$ cat src/rtl/mem_stage_lsu.sv
// MEM-stage load/store unit: runs one data-memory access per load/store, stalls the
// front of the pipe while it waits, and registers the result bundle for MEM/WB.
module mem_stage_lsu #(
    parameter int TIMEOUT_CYCLES = 256,
    parameter int CNT_W          = 8
) (
    input  logic        clk,
    input  logic        reset,
    input  logic [31:0] aluResultIN,
    input  logic [31:0] writeDataIN,
    input  logic [4:0]  rdAddrIN,
    input  logic [31:0] pcPlus4IN,
    input  logic        RegWriteIN,
    input  logic        MemWriteIN,
    input  logic [1:0]  ResultSrcIN,
    output logic        dmem_req,
    output logic        dmem_we,
    output logic [31:0] dmem_addr,
    output logic [31:0] dmem_wdata,
    input  logic        dmem_ready,
    input  logic [31:0] dmem_rdata,
    output logic        stall,
    output logic [31:0] readDataOUT,
    output logic [31:0] aluResultOUT,
    output logic [4:0]  rdAddrOUT,
    output logic [31:0] pcPlus4OUT,
    output logic        RegWriteOUT,
    output logic [1:0]  ResultSrcOUT,
    output logic        err_misalign,
    output logic        err_timeout,
    output logic        state_dbg_o
);

    typedef enum logic {S_IDLE, S_WAIT} state_t;

    state_t      state_q, state_d;
    logic [CNT_W-1:0] cnt_q, cnt_d;
    logic        req_q, req_d, we_q, we_d;
    logic [31:0] addr_q, addr_d, wdata_q, wdata_d;
    logic [4:0]  lat_rd_q, lat_rd_d;
    logic [31:0] lat_pc4_q, lat_pc4_d;
    logic        lat_rw_q, lat_rw_d;
    logic [1:0]  lat_rs_q, lat_rs_d;
    logic [31:0] out_rdata_q, out_rdata_d, out_alu_q, out_alu_d, out_pc4_q, out_pc4_d;
    logic [4:0]  out_rd_q, out_rd_d;
    logic        out_rw_q, out_rw_d;
    logic [1:0]  out_rs_q, out_rs_d;
    logic        mis_q, mis_d, tmo_q, tmo_d;

    logic memop, aligned, timeout_hit;

    // Handshake: dmem_req is held high with stable we/addr/wdata until the cycle in
    // which dmem_ready is seen (that cycle carries rdata) or the access times out.
    assign memop       = MemWriteIN | (ResultSrcIN == 2'b01);
    assign aligned     = (aluResultIN[1:0] == 2'b00);
    assign timeout_hit = (state_q == S_WAIT) && (cnt_q == CNT_W'(TIMEOUT_CYCLES - 1));
    assign stall       = ((state_q == S_IDLE) && memop && aligned) ||
                         ((state_q == S_WAIT) && !dmem_ready && !timeout_hit);

    always_comb begin
        state_d     = state_q;
        cnt_d       = cnt_q;
        req_d       = req_q;
        we_d        = we_q;
        addr_d      = addr_q;
        wdata_d     = wdata_q;
        lat_rd_d    = lat_rd_q;
        lat_pc4_d   = lat_pc4_q;
        lat_rw_d    = lat_rw_q;
        lat_rs_d    = lat_rs_q;
        out_rdata_d = out_rdata_q;
        out_alu_d   = out_alu_q;
        out_rd_d    = out_rd_q;
        out_pc4_d   = out_pc4_q;
        out_rw_d    = out_rw_q;
        out_rs_d    = out_rs_q;
        mis_d       = 1'b0;
        tmo_d       = tmo_q;
        case (state_q)
            S_IDLE: begin
                if (memop && aligned) begin
                    state_d     = S_WAIT;
                    cnt_d       = '0;
                    req_d       = 1'b1;
                    we_d        = MemWriteIN;
                    addr_d      = aluResultIN;
                    wdata_d     = writeDataIN;
                    lat_rd_d    = rdAddrIN;
                    lat_pc4_d   = pcPlus4IN;
                    lat_rw_d    = RegWriteIN;
                    lat_rs_d    = ResultSrcIN;
                    out_rdata_d = '0;
                    out_alu_d   = '0;
                    out_rd_d    = '0;
                    out_pc4_d   = '0;
                    out_rw_d    = 1'b0;
                    out_rs_d    = '0;
                end else begin
                    // Non-memory ops pass through; a misaligned access is squashed here.
                    out_rdata_d = '0;
                    out_alu_d   = aluResultIN;
                    out_rd_d    = rdAddrIN;
                    out_pc4_d   = pcPlus4IN;
                    out_rw_d    = RegWriteIN & ~memop;
                    out_rs_d    = ResultSrcIN;
                    mis_d       = memop;
                end
            end
            S_WAIT: begin
                cnt_d = cnt_q + CNT_W'(1);
                if (dmem_ready || timeout_hit) begin
                    state_d     = S_IDLE;
                    req_d       = 1'b0;
                    out_alu_d   = addr_q;
                    out_rd_d    = lat_rd_q;
                    out_pc4_d   = lat_pc4_q;
                    out_rs_d    = lat_rs_q;
                    out_rdata_d = (dmem_ready && !we_q) ? dmem_rdata : 32'h0;
                    out_rw_d    = dmem_ready && lat_rw_q && !we_q;
                    tmo_d       = tmo_q | ~dmem_ready;
                end
            end
            default: state_d = S_IDLE;
        endcase
    end

    always_ff @(posedge clk) begin
        if (!reset) begin
            state_q     <= S_IDLE;
            cnt_q       <= '0;
            req_q       <= 1'b0;
            we_q        <= 1'b0;
            addr_q      <= '0;
            wdata_q     <= '0;
            lat_rd_q    <= '0;
            lat_pc4_q   <= '0;
            lat_rw_q    <= 1'b0;
            lat_rs_q    <= '0;
            out_rdata_q <= '0;
            out_alu_q   <= '0;
            out_rd_q    <= '0;
            out_pc4_q   <= '0;
            out_rw_q    <= 1'b0;
            out_rs_q    <= '0;
            mis_q       <= 1'b0;
            tmo_q       <= 1'b0;
        end else begin
            state_q     <= state_d;
            cnt_q       <= cnt_d;
            req_q       <= req_d;
            we_q        <= we_d;
            addr_q      <= addr_d;
            wdata_q     <= wdata_d;
            lat_rd_q    <= lat_rd_d;
            lat_pc4_q   <= lat_pc4_d;
            lat_rw_q    <= lat_rw_d;
            lat_rs_q    <= lat_rs_d;
            out_rdata_q <= out_rdata_d;
            out_alu_q   <= out_alu_d;
            out_rd_q    <= out_rd_d;
            out_pc4_q   <= out_pc4_d;
            out_rw_q    <= out_rw_d;
            out_rs_q    <= out_rs_d;
            mis_q       <= mis_d;
            tmo_q       <= tmo_d;
        end
    end

    assign dmem_req     = req_q;
    assign dmem_we      = we_q;
    assign dmem_addr    = addr_q;
    assign dmem_wdata   = wdata_q;
    assign readDataOUT  = out_rdata_q;
    assign aluResultOUT = out_alu_q;
    assign rdAddrOUT    = out_rd_q;
    assign pcPlus4OUT   = out_pc4_q;
    assign RegWriteOUT  = out_rw_q;
    assign ResultSrcOUT = out_rs_q;
    assign err_misalign = mis_q;
    assign err_timeout  = tmo_q;
    assign state_dbg_o  = (state_q == S_WAIT);

endmodule

$ cat config.mk
export PLATFORM = sky130hd
export DESIGN_NAME = mem_stage_lsu
export DESIGN_NICKNAME = d
export VERILOG_FILES = /design/src/rtl/mem_stage_lsu.sv
export SDC_FILE = /design/constraint.sdc
export NUM_CORES = 1
export LEC_CHECK = 0
export ABC_AREA = 1
export ABC_CLOCK_PERIOD_IN_PS = 3500
export CORE_MARGIN = 4
export CORE_UTILIZATION = 40
export CTS_CLUSTER_SIZE = 8
export DETAILED_ROUTE_END_ITERATION = 12
export GPL_ROUTABILITY_DRIVEN = 0
export PLACE_DENSITY_LB_ADDON = 0.12
export SLEW_MARGIN = 30
export SYNTH_ARGS = -nofsm -noshare
export SYNTH_HDL_FRONTEND = slang
export SYNTH_SLANG_ARGS = --single-unit
$ cat constraint.sdc
create_clock -name clk -period 3.5 [get_ports clk]
set_input_delay 0.35 -clock clk [delete_from_list [all_inputs] [get_ports clk]]
set_output_delay 0.35 -clock clk [all_outputs]
set_load 0.05 [all_outputs]
=== Word-level counts from Yosys, hierarchy flattened ===
Index checks and enable logic that the tools add are counted.

* Bitwise logic cells: 7
* $mul: 0
* Order comparisons: 0
* Shift-type cells: 0
* Reductions and logical operators: 19
* Divide/modulo/power cells: 0
* Equal/unequal tests: 4
* Mux-type cells: 26
* $add $sub $neg: 1

{| class="wikitable"
|+ Operators by type and width
! kind !! number
|-
| 32-bit two-way mux || 6
|-
| 32-bit one-hot mux with 2 select lines || 3
|-
| 8-bit one-hot mux with 2 select lines || 1
|-
| 5-bit two-way mux || 2
|-
| 5-bit one-hot mux with 2 select lines || 1
|-
| 1-bit logical AND || 9
|-
| 8-bit by 1-bit adder with 8-bit output, second input constant || 1
|-
| 8-bit == test, second input constant || 1
|-
| 8-bit two-way mux || 1
|-
| 1-bit two-way mux || 6
|-
| 1-bit one-hot mux with 2 select lines || 3
|-
| 2-bit AND reduction || 3
|-
| 2-bit two-way mux || 2
|-
| 2-bit by 1-bit inequality test with 1-bit output, second input constant || 2
|-
| 1-bit NOT || 4
|-
| 2-bit one-hot mux with 2 select lines || 1
|-
| 1-bit logical NOT || 3
|-
| 3-bit OR reduction || 1
|-
| 2-bit by 1-bit == test with 1-bit output, second input constant || 1
|-
| 2-bit logical NOT || 1
|-
| 1-bit logical OR || 2
|-
| 1-bit bitwise OR || 2
|-
| 1-bit bitwise AND || 1
|}

* Register bits: 221
* Bits in writable memories: 0
* Memories kept: 0
* ROM bits: 0
* Bits in latches: 0

=== Depth between registers and ports, before layout ===
* Depth in word-level cells: 6
* Depth in mapped cells: 9
* Mapped depth without buffers: 8

=== Least setup slack after synthesis ===
Ideal clock, no wire load.

* Path type: reg2out
* Start point: reg state_q (netlist: state_dbg_o)
* End point: out stall
* Path slack: 1.519 ns
* Data required time: 3.150 ns
* Stages on the path, launching flop included: 6
* Data arrival time: 1.631 ns
* Path through: dfxtp_1 > inv_2 > nand3_1 > buf_2 > buf_2 > nand2_1

* Longest elaborated chain between the ends: 4
* Elaborated cells on any way between the ends: 8
* Classes of those cells: 1 x bitwise; 7 x reduce/logical

{| class="wikitable"
|+ RTL lines
! item !! RTL line !! RTL
|-
| from (decl) || 36 || <nowiki>state_t state_q, state_d;</nowiki>
|-
| from (signal assigned) || 148 || <nowiki>state_q <= state_d;</nowiki>
|-
| 1-bit logical AND / 1-bit NOT (equally long branches) || -- ||
|-
| 1-bit logical NOT / 1-bit logical AND (equally long branches) || 58, 57 ||
|-
| 1-bit logical AND, on equally long branches || 58, 57 ||
|-
| 1-bit logical OR (*) || 57 || <nowiki>assign stall = ((state_q == S_IDLE) && memop && aligned) ||</nowiki>
|-
| to (decl) || 22 || <nowiki>output logic stall,</nowiki>
|}

Mark *: on every way between the ends. The rest lies on a longest branch, timed or not.

=== Final worst setup path ===
Same ends and word-level chain as after synthesis.

==> summary.txt <==
Yosys top cell area share: 47.44%
crit share post-route: 79.74%
reg2reg setup slack: 990 ps
Setup violations, final: 0
overall power: 6463 uW
Worst EP required: 3150 ps
die height: 160.7 um
hold slack: 363.1 ps
Syn Area/Cell: 7.141 sq um
Yosys cell types: 21
Final HPWL DP: 18,300 um
DRC: 0
Post-Route Utilization: 58.54%
Clk Tree Root Cell: clkbuf_16
f_max: 358.3 MHz
Final Cell Area: 13,340 sq um
fillers: 2,170
Critical Path Start: state_dbg_o
Slew headroom: 36.02%
vias per cell: 4.889
Worst Setup Path Type: register to primary output
Area contributors post-synth: dfxtp_1 47%, nand2_1 12%, a21oi_1 7.7%, nand3_1 7.6%, nor2_1 6.2%
1st-pass router iterations: 4
DRT iter0 DRCs: 552
CTS H-tree depth: 1
Synth Cell Area: 9326 sq um
initial antenna violation count: 1
wire length on met2: 13,560 um
R2R depth: 7
first-pass GRT wire length: 47,130 um
register area share after synthesis: 47.44%
Core ar.: 22,780 sq um
worst slew pin tran: 959.7 ps
Fin Setup TNS: 0 ps
post-CTS setup buffers: 0
YS warnings: 0
Buffers on Ports: 313
CTS Sinks: 221
CP startpoint kind: register
post-layout min period: 2791 ps
Worst Setup End Kind: primary output
total track usage: 21.74%
vias in the first global route: 8,517
clk buf depth: 3
CP Max Fanout: 35
Mapped Cells: 1,306
syn_nets: 1,447
Yosys top cell by area: dfxtp_1
PwrDens: 484.7 nW/um^2
synth-to-layout area growth: 42.98%
HP Start: reset
total number of vias: 9,158
leakage power: 0.005248 uW
Slew Viols, Final: 0
Clk Latency, worst-skew pair: 530 ps
status: finished, final reports clean
VDD IR max: 0.3009 mV
die area: 25,820 sq um
Fin. Hold Viols: 0
Num CTS Buffers: 31
# diodes: 0
cts repair resizes: 0
wire per inst: 15.67 um
RSZ-0062 raised after global routing: no
R2R Path Start: state_dbg_o
die width: 160.7 um
I/O pins: 314
CTS Hold Bufs: 0
Routed WL: 29,350 um
grt total ovfl: 0
#FFs+latches synth: 221
Clk pin slew, worst setup/hold paths: 50 ps
# nets final: 1,701
Data arrival, critical path: 2440 ps
CTS tree: built
Max Used Layer: met5
met3 WL post-DR: 2411 um
largest net degree at the start of global routing: 100
row count: 55
share of post-route cells with drive strength above 1: 3.846%
clk_skew: 9.739 ps
starting density of the core: 40.94%
Min-Delay Path Class: primary input to register
hold depth: 3
placed cell area: 12,550 sq um
maxcap violations: 0
M1 WL: 12,860 um
Antenna Violating Nets Remaining: 0
-- cell families (layout without fill, tap and decap cells) --
| kind of cell | after synthesis | after routing | synth area share [%] |
|---|---|---|---|
| flops | 221 | 221 | 47.44 |
| simple gates | 683 | 683 | 32.49 |
| fa+ha+maj | 1 | 1 | 0.1341 |
| buf+inv | 184 | 438 | 8.237 |
| compound gates | 217 | 217 | 11.70 |
-- flip-flops by register name, indices dropped and copies added, names as in the netlist --
name,flops
RegWriteOUT,1
ResultSrcOUT,2
aluResultOUT,32
cnt_q,8
dmem_addr,32
dmem_req,1
dmem_wdata,32
dmem_we,1
err_misalign,1
err_timeout,1
lat_pc4_q,32
lat_rd_q,5
lat_rs_q,2
lat_rw_q,1
pcPlus4OUT,32
rdAddrOUT,5
readDataOUT,32
state_dbg_o,1
-- synth_stat cells --
library cell  instances
clkbuf_1             44
a21o_1                1
nor2_2                2
buf_6                 2
inv_1                76
buf_4                 2
o21a_1                1
o21ai_0              71
inv_2                 2
nand3b_1             71
ha_1                  1
buf_2                44
nand2_1             307
nor3_1                2
nand3_1             142
buf_1                14
a21oi_1             144
nand2_2               3
dfxtp_1             221
nor2_1              153
nand4_1               3
-- layout make-up --
class	instances	area (sq um)	share of cell area (%)
flip-flops and latches	221	4428	33.21
multi-input cells	901	4167	31.24
repair buffers	327	3271	24.53
clock buffers	32	779.5	5.845
well taps	313	391.6	2.937
inverters	78	294.0	2.205
clock inverters	1	5.005	0.03753
-- layout by cell type, fill, tap and decap left out, types with 3 or more instances in the layout --
master | Yosys | routed
clkdlybuf4s50_1 | 0 | 311
nand2_1 | 307 | 307
dfxtp_1 | 221 | 220
nor2_1 | 153 | 151
a21oi_1 | 144 | 144
nand3_1 | 142 | 141
inv_1 | 76 | 75
o21ai_0 | 71 | 71
nand3b_1 | 71 | 71
clkbuf_16 | 0 | 31
buf_4 | 2 | 13
nand4_1 | 3 | 3
buf_12 | 0 | 3
-- power by group --
part	internal, uW	switching [uW]	total, uW	leakage, uW
clock	1540	1010	2550	0.000387
sequential	2650	71.2	2730	0.00181
combinational	453	736	1190	0.00305
total	4640	1820	6460	0.00525
-- worst paths after layout --
check                                      end
worst min-delay path            pcPlus4OUT[24]
worst max register to register  pcPlus4OUT[19]
worst min register to register   dmem_wdata[6]
worst max-delay path                     stall
-- metrics by stage --
| step | std cells | setup WS, ps |
|---|---|---|
| floorplan | 1306 | 1519 |
| global placement | 1840 | 1039 |
| detailed placement | 1840 | 977.4 |
| CTS | 1873 | 657.9 |
| global route | 1873 | 532.1 |
| finish | 1873 | 709.1 |
-- per-layer routing --
metal,vias to the layer above,track usage [%]
met5,-,0
met4,2,4.420
met3,40,6.980
met2,255,34.98
met1,4146,28.91
li1,4715,-
-- worst max-delay path, cell delays in order (launching register included) --
cell	delay [ps]
dfxtp_4	600
clkinv_2	460
nand3_4	500
nand2_1	170
buf_12	180
Power figures use the tool's default switching activity.
